**src/rtl/fft_seq_ctrl_if.sv**
```systemverilog
// Handshake and control bundle between an FFT sequencer and its datapath/host.
// The master drives the frame request and sample-valid; the slave (the controller)
// returns flow control, stage selects and frame status.
interface fft_seq_ctrl_if #(
    parameter int unsigned STAGES = 4
);
    logic              start;
    logic              in_valid;
    logic              in_ready;
    logic              busy;
    logic [STAGES-2:0] sel_1;
    logic [STAGES-2:0] sel_2;
    logic              out_valid;
    logic              out_last;
    logic              frame_done;
    logic              err;

    modport master (
        output start, in_valid,
        input  in_ready, busy, sel_1, sel_2, out_valid, out_last, frame_done, err
    );

    modport slave (
        input  start, in_valid,
        output in_ready, busy, sel_1, sel_2, out_valid, out_last, frame_done, err
    );
endinterface

```
**src/rtl/fft_seq_ctrl.sv**
```systemverilog
// Frame sequencer for a pipelined radix-2 FFT: accepts POINTS/2 sample pairs on
// consecutive cycles, drives per-stage rotator and commutator selects, and flags
// the output window. All outputs are registered; each register is loaded with the
// value belonging to the phase the pipeline enters on the next cycle.
module fft_seq_ctrl #(
    parameter int unsigned POINTS    = 16,
    parameter int unsigned STAGES    = 4,
    parameter int unsigned STAGE_LAT = 3,
    parameter int unsigned ROT_LAT   = 1,
    parameter int unsigned TOTAL_LAT = 12
) (
    input logic           clk,
    input logic           reset,
    fft_seq_ctrl_if.slave bus
);
    localparam int unsigned HALF = POINTS / 2;
    localparam int unsigned LAST = TOTAL_LAT + HALF - 1;
    localparam int unsigned PW   = $clog2(TOTAL_LAT + HALF + 1);

    typedef enum logic [1:0] {IDLE, RUN, DRAIN} state_t;

    state_t            state;
    logic [PW-1:0]     p;
    logic              started;
    logic              in_ready;
    logic              busy;
    logic [STAGES-2:0] sel_1;
    logic [STAGES-2:0] sel_2;
    logic              out_valid;
    logic              out_last;
    logic              frame_done;
    logic              err;

    // Stage k sees the frame (k-1)*STAGE_LAT cycles later; its select walks
    // from the MSB-side bit at stage 1 down to bit 0 at the last commutated stage.
    function automatic logic [STAGES-2:0] sel_at(input int ph);
        logic [STAGES-2:0] s;
        int                q;
        s = '0;
        for (int k = 1; k < int'(STAGES); k++) begin
            q = ph - (k - 1) * int'(STAGE_LAT);
            if (q >= 0 && q < int'(HALF)) begin
                s[k-1] = q[int'(STAGES) - 1 - k];
            end
        end
        return s;
    endfunction

    logic [PW-1:0]     p_nxt;
    logic [STAGES-2:0] sel_1_nxt;
    logic [STAGES-2:0] sel_2_nxt;
    logic              ov_nxt;
    logic              last_nxt;

    // Output values for the phase reached after this cycle's advance.
    assign p_nxt     = p + PW'(1);
    assign sel_1_nxt = sel_at(int'(p_nxt));
    assign sel_2_nxt = sel_at(int'(p_nxt) - int'(ROT_LAT));
    assign ov_nxt    = (int'(p_nxt) >= int'(TOTAL_LAT)) && (int'(p_nxt) <= int'(LAST));
    assign last_nxt  = (int'(p_nxt) == int'(LAST));

    // Frame FSM with registered outputs; abort and frame end both fall back to a
    // quiet IDLE with every select and valid cleared.
    always_ff @(posedge clk) begin
        if (reset) begin
            state      <= IDLE;
            p          <= '0;
            started    <= 1'b0;
            in_ready   <= 1'b0;
            busy       <= 1'b0;
            sel_1      <= '0;
            sel_2      <= '0;
            out_valid  <= 1'b0;
            out_last   <= 1'b0;
            frame_done <= 1'b0;
            err        <= 1'b0;
        end else begin
            unique case (state)
                IDLE: begin
                    if (bus.start) begin
                        state    <= RUN;
                        p        <= '0;
                        started  <= 1'b0;
                        in_ready <= 1'b1;
                        busy     <= 1'b1;
                        err      <= 1'b0;
                    end
                end
                RUN: begin
                    if (started && !bus.in_valid) begin
                        // Broken sample stream: drop the frame and latch the error.
                        state      <= IDLE;
                        p          <= '0;
                        started    <= 1'b0;
                        in_ready   <= 1'b0;
                        busy       <= 1'b0;
                        sel_1      <= '0;
                        sel_2      <= '0;
                        out_valid  <= 1'b0;
                        out_last   <= 1'b0;
                        frame_done <= 1'b0;
                        err        <= 1'b1;
                    end else if (bus.in_valid) begin
                        started    <= 1'b1;
                        p          <= p_nxt;
                        sel_1      <= sel_1_nxt;
                        sel_2      <= sel_2_nxt;
                        out_valid  <= ov_nxt;
                        out_last   <= last_nxt;
                        frame_done <= last_nxt;
                        if (int'(p) == int'(HALF) - 1) begin
                            state    <= DRAIN;
                            in_ready <= 1'b0;
                        end
                    end
                end
                DRAIN: begin
                    if (int'(p) == int'(LAST)) begin
                        state      <= IDLE;
                        p          <= '0;
                        started    <= 1'b0;
                        busy       <= 1'b0;
                        sel_1      <= '0;
                        sel_2      <= '0;
                        out_valid  <= 1'b0;
                        out_last   <= 1'b0;
                        frame_done <= 1'b0;
                    end else begin
                        p          <= p_nxt;
                        sel_1      <= sel_1_nxt;
                        sel_2      <= sel_2_nxt;
                        out_valid  <= ov_nxt;
                        out_last   <= last_nxt;
                        frame_done <= last_nxt;
                    end
                end
                default: state <= IDLE;
            endcase
        end
    end

    assign bus.in_ready   = in_ready;
    assign bus.busy       = busy;
    assign bus.sel_1      = sel_1;
    assign bus.sel_2      = sel_2;
    assign bus.out_valid  = out_valid;
    assign bus.out_last   = out_last;
    assign bus.frame_done = frame_done;
    assign bus.err        = err;
endmodule

```
**src/flat_wrapper.sv**
```systemverilog
// flat-port wrapper written by rule: the top's interface ports become plain ports
module fft_seq_ctrl_flat 
#(
    parameter int unsigned POINTS    = 16,
    parameter int unsigned STAGES    = 4,
    parameter int unsigned STAGE_LAT = 3,
    parameter int unsigned ROT_LAT   = 1,
    parameter int unsigned TOTAL_LAT = 12
)
  (clk, reset, bus_start, bus_in_valid, bus_in_ready, bus_busy, bus_sel_1, bus_sel_2, bus_out_valid, bus_out_last, bus_frame_done, bus_err);
  fft_seq_ctrl_if #(.STAGES(STAGES)) bus_i ();
  input logic clk;
  input logic reset;
  input wire logic [$bits(bus_i.start)-1:0] bus_start;
  input wire logic [$bits(bus_i.in_valid)-1:0] bus_in_valid;
  output wire logic [$bits(bus_i.in_ready)-1:0] bus_in_ready;
  output wire logic [$bits(bus_i.busy)-1:0] bus_busy;
  output wire logic [$bits(bus_i.sel_1)-1:0] bus_sel_1;
  output wire logic [$bits(bus_i.sel_2)-1:0] bus_sel_2;
  output wire logic [$bits(bus_i.out_valid)-1:0] bus_out_valid;
  output wire logic [$bits(bus_i.out_last)-1:0] bus_out_last;
  output wire logic [$bits(bus_i.frame_done)-1:0] bus_frame_done;
  output wire logic [$bits(bus_i.err)-1:0] bus_err;
  assign bus_i.start = bus_start;
  assign bus_i.in_valid = bus_in_valid;
  assign bus_in_ready = bus_i.in_ready;
  assign bus_busy = bus_i.busy;
  assign bus_sel_1 = bus_i.sel_1;
  assign bus_sel_2 = bus_i.sel_2;
  assign bus_out_valid = bus_i.out_valid;
  assign bus_out_last = bus_i.out_last;
  assign bus_frame_done = bus_i.frame_done;
  assign bus_err = bus_i.err;
  fft_seq_ctrl #(.POINTS(POINTS), .STAGES(STAGES), .STAGE_LAT(STAGE_LAT), .ROT_LAT(ROT_LAT), .TOTAL_LAT(TOTAL_LAT)) u_core (.clk(clk), .reset(reset), .bus(bus_i));
endmodule
```
**config.mk**
```make
export PLATFORM = sky130hd
export DESIGN_NAME = fft_seq_ctrl_flat
export DESIGN_NICKNAME = d
export VERILOG_FILES = /design/src/rtl/fft_seq_ctrl_if.sv /design/src/rtl/fft_seq_ctrl.sv /design/src/flat_wrapper.sv
export SDC_FILE = /design/constraint.sdc
export NUM_CORES = 1
export LEC_CHECK = 0
export ABC_AREA = 1
export BUFFER_PORTS_ARGS = -buffer_cell sky130_fd_sc_hd__buf_2
export CAP_MARGIN = 20
export CELL_PAD_IN_SITES_DETAIL_PLACEMENT = 2
export CELL_PAD_IN_SITES_GLOBAL_PLACEMENT = 2
export CORE_MARGIN = 2
export CORE_UTILIZATION = 32
export DETAILED_ROUTE_END_ITERATION = 10
export GPL_ROUTABILITY_DRIVEN = 0
export PLACE_DENSITY_LB_ADDON = 0.1
export SLEW_MARGIN = 30
export SYNTH_ARGS = -nofsm -noshare
export SYNTH_HDL_FRONTEND = slang
export SYNTH_SLANG_ARGS = --single-unit
```
**constraint.sdc**
```tcl
create_clock -name clk -period 3.8 [get_ports clk]
set_input_delay 0.38 -clock clk [delete_from_list [all_inputs] [get_ports clk]]
set_output_delay 0.38 -clock clk [all_outputs]
set_load 0.02 [all_outputs]
```
Word level (Yosys, flattened, before mapping)
Cells that the tools add are included.
{"block": "totals", "out_inout_bits": 12, "register_bits": 19, "input_bits": 4, "wordCells": 107}
{"block": "classes", "n_lt_le_gt_ge": 14, "eq_ne": 10, "reduce_logical": 20, "n_addsub": 6, "mux": 47}
{"op": "32-bit by 1-bit greater-or-equal comparator with 1-bit output, second input constant", "n": 5}
{"op": "32-bit by 5-bit < comparator with 1-bit output, second input constant", "n": 5}
{"op": "32-bit by 3-bit subtractor with 32-bit output, second input constant", "n": 1}
{"op": "32-bit by 4-bit subtractor with 32-bit output, second input constant", "n": 1}
{"op": "1-bit 2-to-1 mux", "n": 22}
{"op": "5-bit 2-to-1 mux", "n": 4}
{"op": "3-bit 2-to-1 mux", "n": 6}
{"op": "4-bit AND reduction", "n": 4}
{"op": "5-bit one-hot mux with 3 select lines", "n": 1}
{"op": "3-bit one-hot mux with 2 select lines", "n": 2}
{"op": "5-bit equality test, second input constant", "n": 2}
{"op": "2-bit 2-to-1 mux", "n": 5}
{"op": "1-bit logical AND", "n": 8}
{"op": "1-bit one-hot mux with 2 select lines", "n": 4}
{"op": "1-bit one-hot mux with 3 select lines", "n": 2}
{"op": "2-bit one-hot mux with 3 select lines", "n": 1}
{"op": "3-bit AND reduction", "n": 2}
{"op": "5-bit by 1-bit subtractor with 6-bit output, second input constant", "n": 1}
{"op": "5-bit by 2-bit subtractor with 6-bit output, second input constant", "n": 1}
{"op": "5-bit by 3-bit subtractor with 6-bit output, second input constant", "n": 1}
{"op": "5-bit by 1-bit adder with 5-bit output, second input constant", "n": 1}
{"op": "5-bit by 4-bit equality test with 1-bit output, second input constant", "n": 1}
{"op": "5-bit by 1-bit greater-or-equal comparator with 1-bit output, second input constant", "n": 1}
{"op": "5-bit by 4-bit greater-or-equal comparator with 1-bit output, second input constant", "n": 1}
{"op": "other kinds (13)", "n": 15}

Longest topological paths before layout
{"block": "logic_depth", "ltp_word": 9, "depth_mapped": 23, "mapped_depth_nobuf": 23}

Worst setup path before layout
OpenSTA, ideal clock, no wires.
{"block": "synth_timing", "path_kind": "register -> register", "start": "reg u_core.p[1]", "end": "reg u_core.sel_2[2], in the netlist u_core.bus.sel_2[2]", "arrival_time_ps": 2773, "required_ps": 3732, "setup_time_ps": 68, "stages_incl_launch_ff": 22, "period_less_slack_ps": 2841, "n_path_buf": 0, "setup_slack_ps": 959, "cell_sequence": "dfxtp_1 > ha_1 > inv_1 > nor2_2 > nor2_4 > ha_1 > nand2_1 > inv_1 > nand3_1 > nand2_2 > nor2_8 > nand2_1 > ha_1 > inv_1 > nand2_1 > nor3b_1 > nand2_1 > nor2_1 > nand2_1 > nor2_1 > nand3_2 > a21oi_2"}
{"block": "synth_between", "elab_chain_cells": 9, "elab_cells_between_ends": 12, "cone_classes": "add/sub: 3; order compare: 2; eq/ne: 1; mux: 5; reduce/logical: 1"}
{"item": "from (decl)", "line_no": "fft_seq_ctrl.sv:23", "text": "logic [PW-1:0] p;"}
{"item": "from (signal assigned)", "line_no": "fft_seq_ctrl.sv:105", "text": "p <= p_nxt;"}
{"item": "from (signal assigned)", "line_no": "fft_seq_ctrl.sv:129", "text": "p <= p_nxt;"}
{"item": "5-bit by 1-bit adder with 5-bit output", "line_no": "fft_seq_ctrl.sv:56", "text": "assign p_nxt = p + PW'(1);"}
{"item": "5-bit by 1-bit subtractor with 6-bit output", "line_no": "fft_seq_ctrl.sv:58", "text": "assign sel_2_nxt = sel_at(int'(p_nxt) - int'(ROT_LAT));"}
{"item": "32-bit by 4-bit subtractor with 32-bit output", "line_no": "fft_seq_ctrl.sv:41", "text": "q = ph - (k - 1) * int'(STAGE_LAT);"}
{"item": "32-bit by 1-bit greater-or-equal comparator with 1-bit output or 32-bit by 5-bit < comparator with 1-bit output (tied branches)", "line_no": "fft_seq_ctrl.sv:42", "text": "if (q >= 0 && q < int'(HALF)) begin"}
{"item": "1-bit logical AND", "line_no": "fft_seq_ctrl.sv:42"}
{"item": "1-bit 2-to-1 mux", "line_no": "fft_seq_ctrl.sv:42"}
{"item": "3-bit 2-to-1 mux", "line_no": "fft_seq_ctrl.sv:103", "text": "end else if (bus.in_valid) begin"}
{"item": "3-bit 2-to-1 mux", "line_no": "fft_seq_ctrl.sv:90", "text": "if (started && !bus.in_valid) begin"}
{"item": "3-bit one-hot mux with 2 select lines (*)", "line_no": "fft_seq_ctrl.sv:78", "text": "unique case (state)"}
{"item": "to (signal assigned)", "line_no": "fft_seq_ctrl.sv:107", "text": "sel_2 <= sel_2_nxt;"}
{"item": "to (signal assigned)", "line_no": "fft_seq_ctrl.sv:131", "text": "sel_2 <= sel_2_nxt;"}
{"item": "to (decl)", "line_no": "fft_seq_ctrl.sv:28", "text": "logic [STAGES-2:0] sel_2;"}
Every way passes the cells marked *; elsewhere a longest branch is shown, timed or not. The select of a mux whose other input is x is not followed.
A chain may end at the register's enable or synchronous reset.

Worst setup path in the final report
{"block": "layout_timing", "start": "reg u_core.p[0]", "end": "reg u_core.sel_2[1], in the netlist u_core.bus.sel_2[1]"}
{"block": "layout_between", "elab_chain_cells": 9, "elab_cells_between_ends": 12, "cone_classes": "add/sub: 3; order compare: 2; eq/ne: 1; mux: 5; reduce/logical: 1"}
{"item": "5-bit by 1-bit adder with 5-bit output", "line_no": "fft_seq_ctrl.sv:56"}
{"item": "5-bit by 1-bit subtractor with 6-bit output", "line_no": "fft_seq_ctrl.sv:58"}
{"item": "32-bit by 3-bit subtractor with 32-bit output", "line_no": "fft_seq_ctrl.sv:41"}
{"item": "32-bit by 1-bit greater-or-equal comparator with 1-bit output or 32-bit by 5-bit < comparator with 1-bit output (tied branches)", "line_no": "fft_seq_ctrl.sv:42"}
{"item": "1-bit logical AND", "line_no": "fft_seq_ctrl.sv:42"}
{"item": "1-bit 2-to-1 mux", "line_no": "fft_seq_ctrl.sv:42"}
{"item": "3-bit 2-to-1 mux", "line_no": "fft_seq_ctrl.sv:103"}
{"item": "3-bit 2-to-1 mux", "line_no": "fft_seq_ctrl.sv:90"}
{"item": "3-bit one-hot mux with 2 select lines (*)", "line_no": "fft_seq_ctrl.sv:78"}
Marked as above.

==> impl_metrics.tcl <==
set metrics [dict create \
    antenna_found_initial 0 \
    coreArea_um2 5540 \
    tightest_slew_ps 445.1 \
    grt_start_max_net_pins 18 \
    hold_viol 0 \
    required_ps 4010 \
    clk_path_buf_depth 2 \
    slew_viol_final 0 \
    avgSynthCellArea_um2 7.012 \
    hold_path_class "register to register" \
    startpoint_type "register" \
    area_growth_pct 10.45 \
    rsz0062_at_grt "false" \
    drc_errors 0 \
    multi_input_area_um2 1285 \
    busiest_layer "met2" \
    num_io_pins 16 \
    leakagePower_nw 1.036 \
    cap_viol_max_count 0 \
    die_area_um2 6386 \
    grt_util_all_layers_pct 18.05 \
    postCtsSetupBuffers 0 \
    die_x_um 79.92 \
    cts_resized 0 \
    worstPathArrival_ps 3530 \
    switching_share_pct 49.82 \
    wl_per_cell_um 14.78 \
    setup_slack_ps 474.2 \
    grt_pass1_vias 1794 \
    htree_levels 1 \
    first_iter_violations 45 \
    fillers 697 \
    yosys_warnings 0 \
    grt_pass1_wl_mm 8.838 \
    crit_type "register to register" \
    finalClockSkew_ps 4.141 \
    final_nets 311 \
    drt-total-wl_mm 5.188 \
    finalPower_uw 964.9 \
    clkSinkCount 19 \
    clock_latency_ps 260 \
    ys_seq_area_share_pct 20.62 \
    period_needed_ps 3326 \
    grt_use_met3_pct 1.923 \
    status "finished, final reports clean" \
    clkPwrFrac_pct 15.7 \
    root_buffer "clkbuf_8" \
    synth_cells 263 \
    port_buffers 15 \
    met1_usage_pct 24.81 \
    peakVddDrop_mv 0.2190 \
    place_ws_ps 456.2 \
    setup_viol 0 \
    ys_types 37 \
    antenna_left 0 \
    fmax_mhz 300.7 \
    internal_power_uw 484.2 \
    ys_ff_latch 19 \
    timing.hold.ws_ps 463.8 \
    n_antenna_cell 0 \
    hpwlAfterDp_mm 4.302 \
    power_density_nw_per_um2 473.7 \
    regArea_um2 380.4 \
    rows 27 \
    ctsHoldBuffers 0 \
    vias 1658 \
    totalNegativeSetupSlack_ps 0 \
    grt_overflow 0 \
    power_frac_seq_pct 25.3 \
    layout_commonest_cell "nand2_1" \
    comb_power_share_pct 59.0 \
    fin_crit_sh_pct 87.52 \
    netlist_area_um2 1844 \
    die_y_um 79.92 \
    dr.pass1.iters 3 \
    numCtsBuffers 3 \
    cts_tree "yes" \
    power_switching_uw 480.7 \
    viasPerCell 4.724 \
    clkTransAtPathRegs_ps 80 \
    synth_fp_nets 294 \
    path_max_fanout 7 \
    worst_slew_margin_rel_pct 70.25 \
    end_kind "register" \
    start_util_pct 33.29 \
    drive_above_1_share_pct 22.58 \
    final_cell_mix "nand2_1 (73), inv_1 (27), ha_1 (27)" \
    grt_use_met2_pct 29.50 \
]
power by group through the flow:
stage | combinational [mW] | clock, mW | sequential [mW]
2_1_floorplan | 0.425 | 0 | 0.255
3_3_place_gp | 0.566 | 0 | 0.248
3_5_place_dp | 0.582 | 0 | 0.250
4_1_cts | 0.587 | 0.160 | 0.245
5_1_grt | 0.667 | 0.167 | 0.249
6_report | 0.569 | 0.151 | 0.245
worst max-delay path, cell delays in order, from the launching register on:
cell	delay (ps)
dfxtp_1	470
inv_1	150
ha_1	410
xnor2_1	340
inv_1	120
ha_1	210
a21oi_1	330
nand2_1	160
ha_1	300
inv_1	50
nand2_1	40
nor2_1	80
nand3_1	90
nor2_1	110
nand3_1	90
nor2_1	120
nand3_2	80
a21oi_2	100
kinds of logic after synthesis:
family | share of synthesized area (%)
compound gates | 12.35
xor+xnor | 1.900
fa+ha+maj | 18.32
buf+inv | 9.701
flops | 20.62
simple gates | 37.11
area by class of cell:
type                    instances  share of cell area [%]
multi-input cells             203                   63.08
repair buffers                 19                   5.160
well taps                      72                   4.423
inverters                      34                   6.388
clock inverters                 1                  0.2457
clock buffers                   3                   2.027
flip-flops and latches         19                   18.67
path summary, 6_finish.rpt:
path	from	end	slack, ps	depth (start not counted)
setup / recovery	u_core.p[0]$_SDFFE_PP0P_	u_core.bus.sel_2[1]$_SDFFE_PP0P_	470	17
hold / removal	u_core.bus.busy$_SDFFE_PP0P_	u_core.bus.busy$_SDFFE_PP0P_	460	2
setup reg to reg	u_core.p[0]$_SDFFE_PP0P_	u_core.bus.sel_2[1]$_SDFFE_PP0P_	470	17
hold reg to reg	u_core.bus.busy$_SDFFE_PP0P_	u_core.bus.busy$_SDFFE_PP0P_	460	2
routing by layer:
metal  up-vias  routed length, um
met5         -                  0
met4         0                 68
met3         4                 92
met2        16               2368
met1       780               2659
li1        858                  -
per-stage QoR:
step	std cells	utilization (%)	instance area [um^2]
6_report	351	36.77	2037
5_1_grt	351	36.77	2037
4_1_cts	351	36.77	2037
3_5_place_dp	347	35.93	1991
3_3_place_gp	347	35.93	1991
2_1_floorplan	263	-	1844
cells in the mapped netlist, drive strengths merged:
cell type / number / area share [%]
a21oi: 20 / 6.9
o21a: 1 / 0.41
nand2: 86 / 21
xor2: 2 / 0.95
inv: 33 / 6.9
xnor2: 2 / 0.95
o31ai: 1 / 0.41
o21ba: 1 / 0.54
buf: 5 / 2.2
clkinv: 1 / 0.20
o21ai: 8 / 2.6
clkbuf: 2 / 0.41
or2: 2 / 0.68
nor3b: 1 / 0.41
a211oi: 1 / 1.1
dfxtp: 19 / 21
a221oi: 1 / 0.47
ha: 27 / 18
nand4: 4 / 1.7
nor2: 31 / 8.3
nand3: 15 / 5.4
flip-flops by register name (all words and copies together), names as in the netlist:
name and cells:
u_core.bus.in_ready 1, u_core.started 1, u_core.bus.sel_2 3, u_core.bus.out_last 1, u_core.bus.out_valid 1, u_core.p 5
u_core.state 2, u_core.bus.sel_1 3, u_core.bus.err 1, u_core.bus.busy 1
Power figures use the tool's default switching activity.
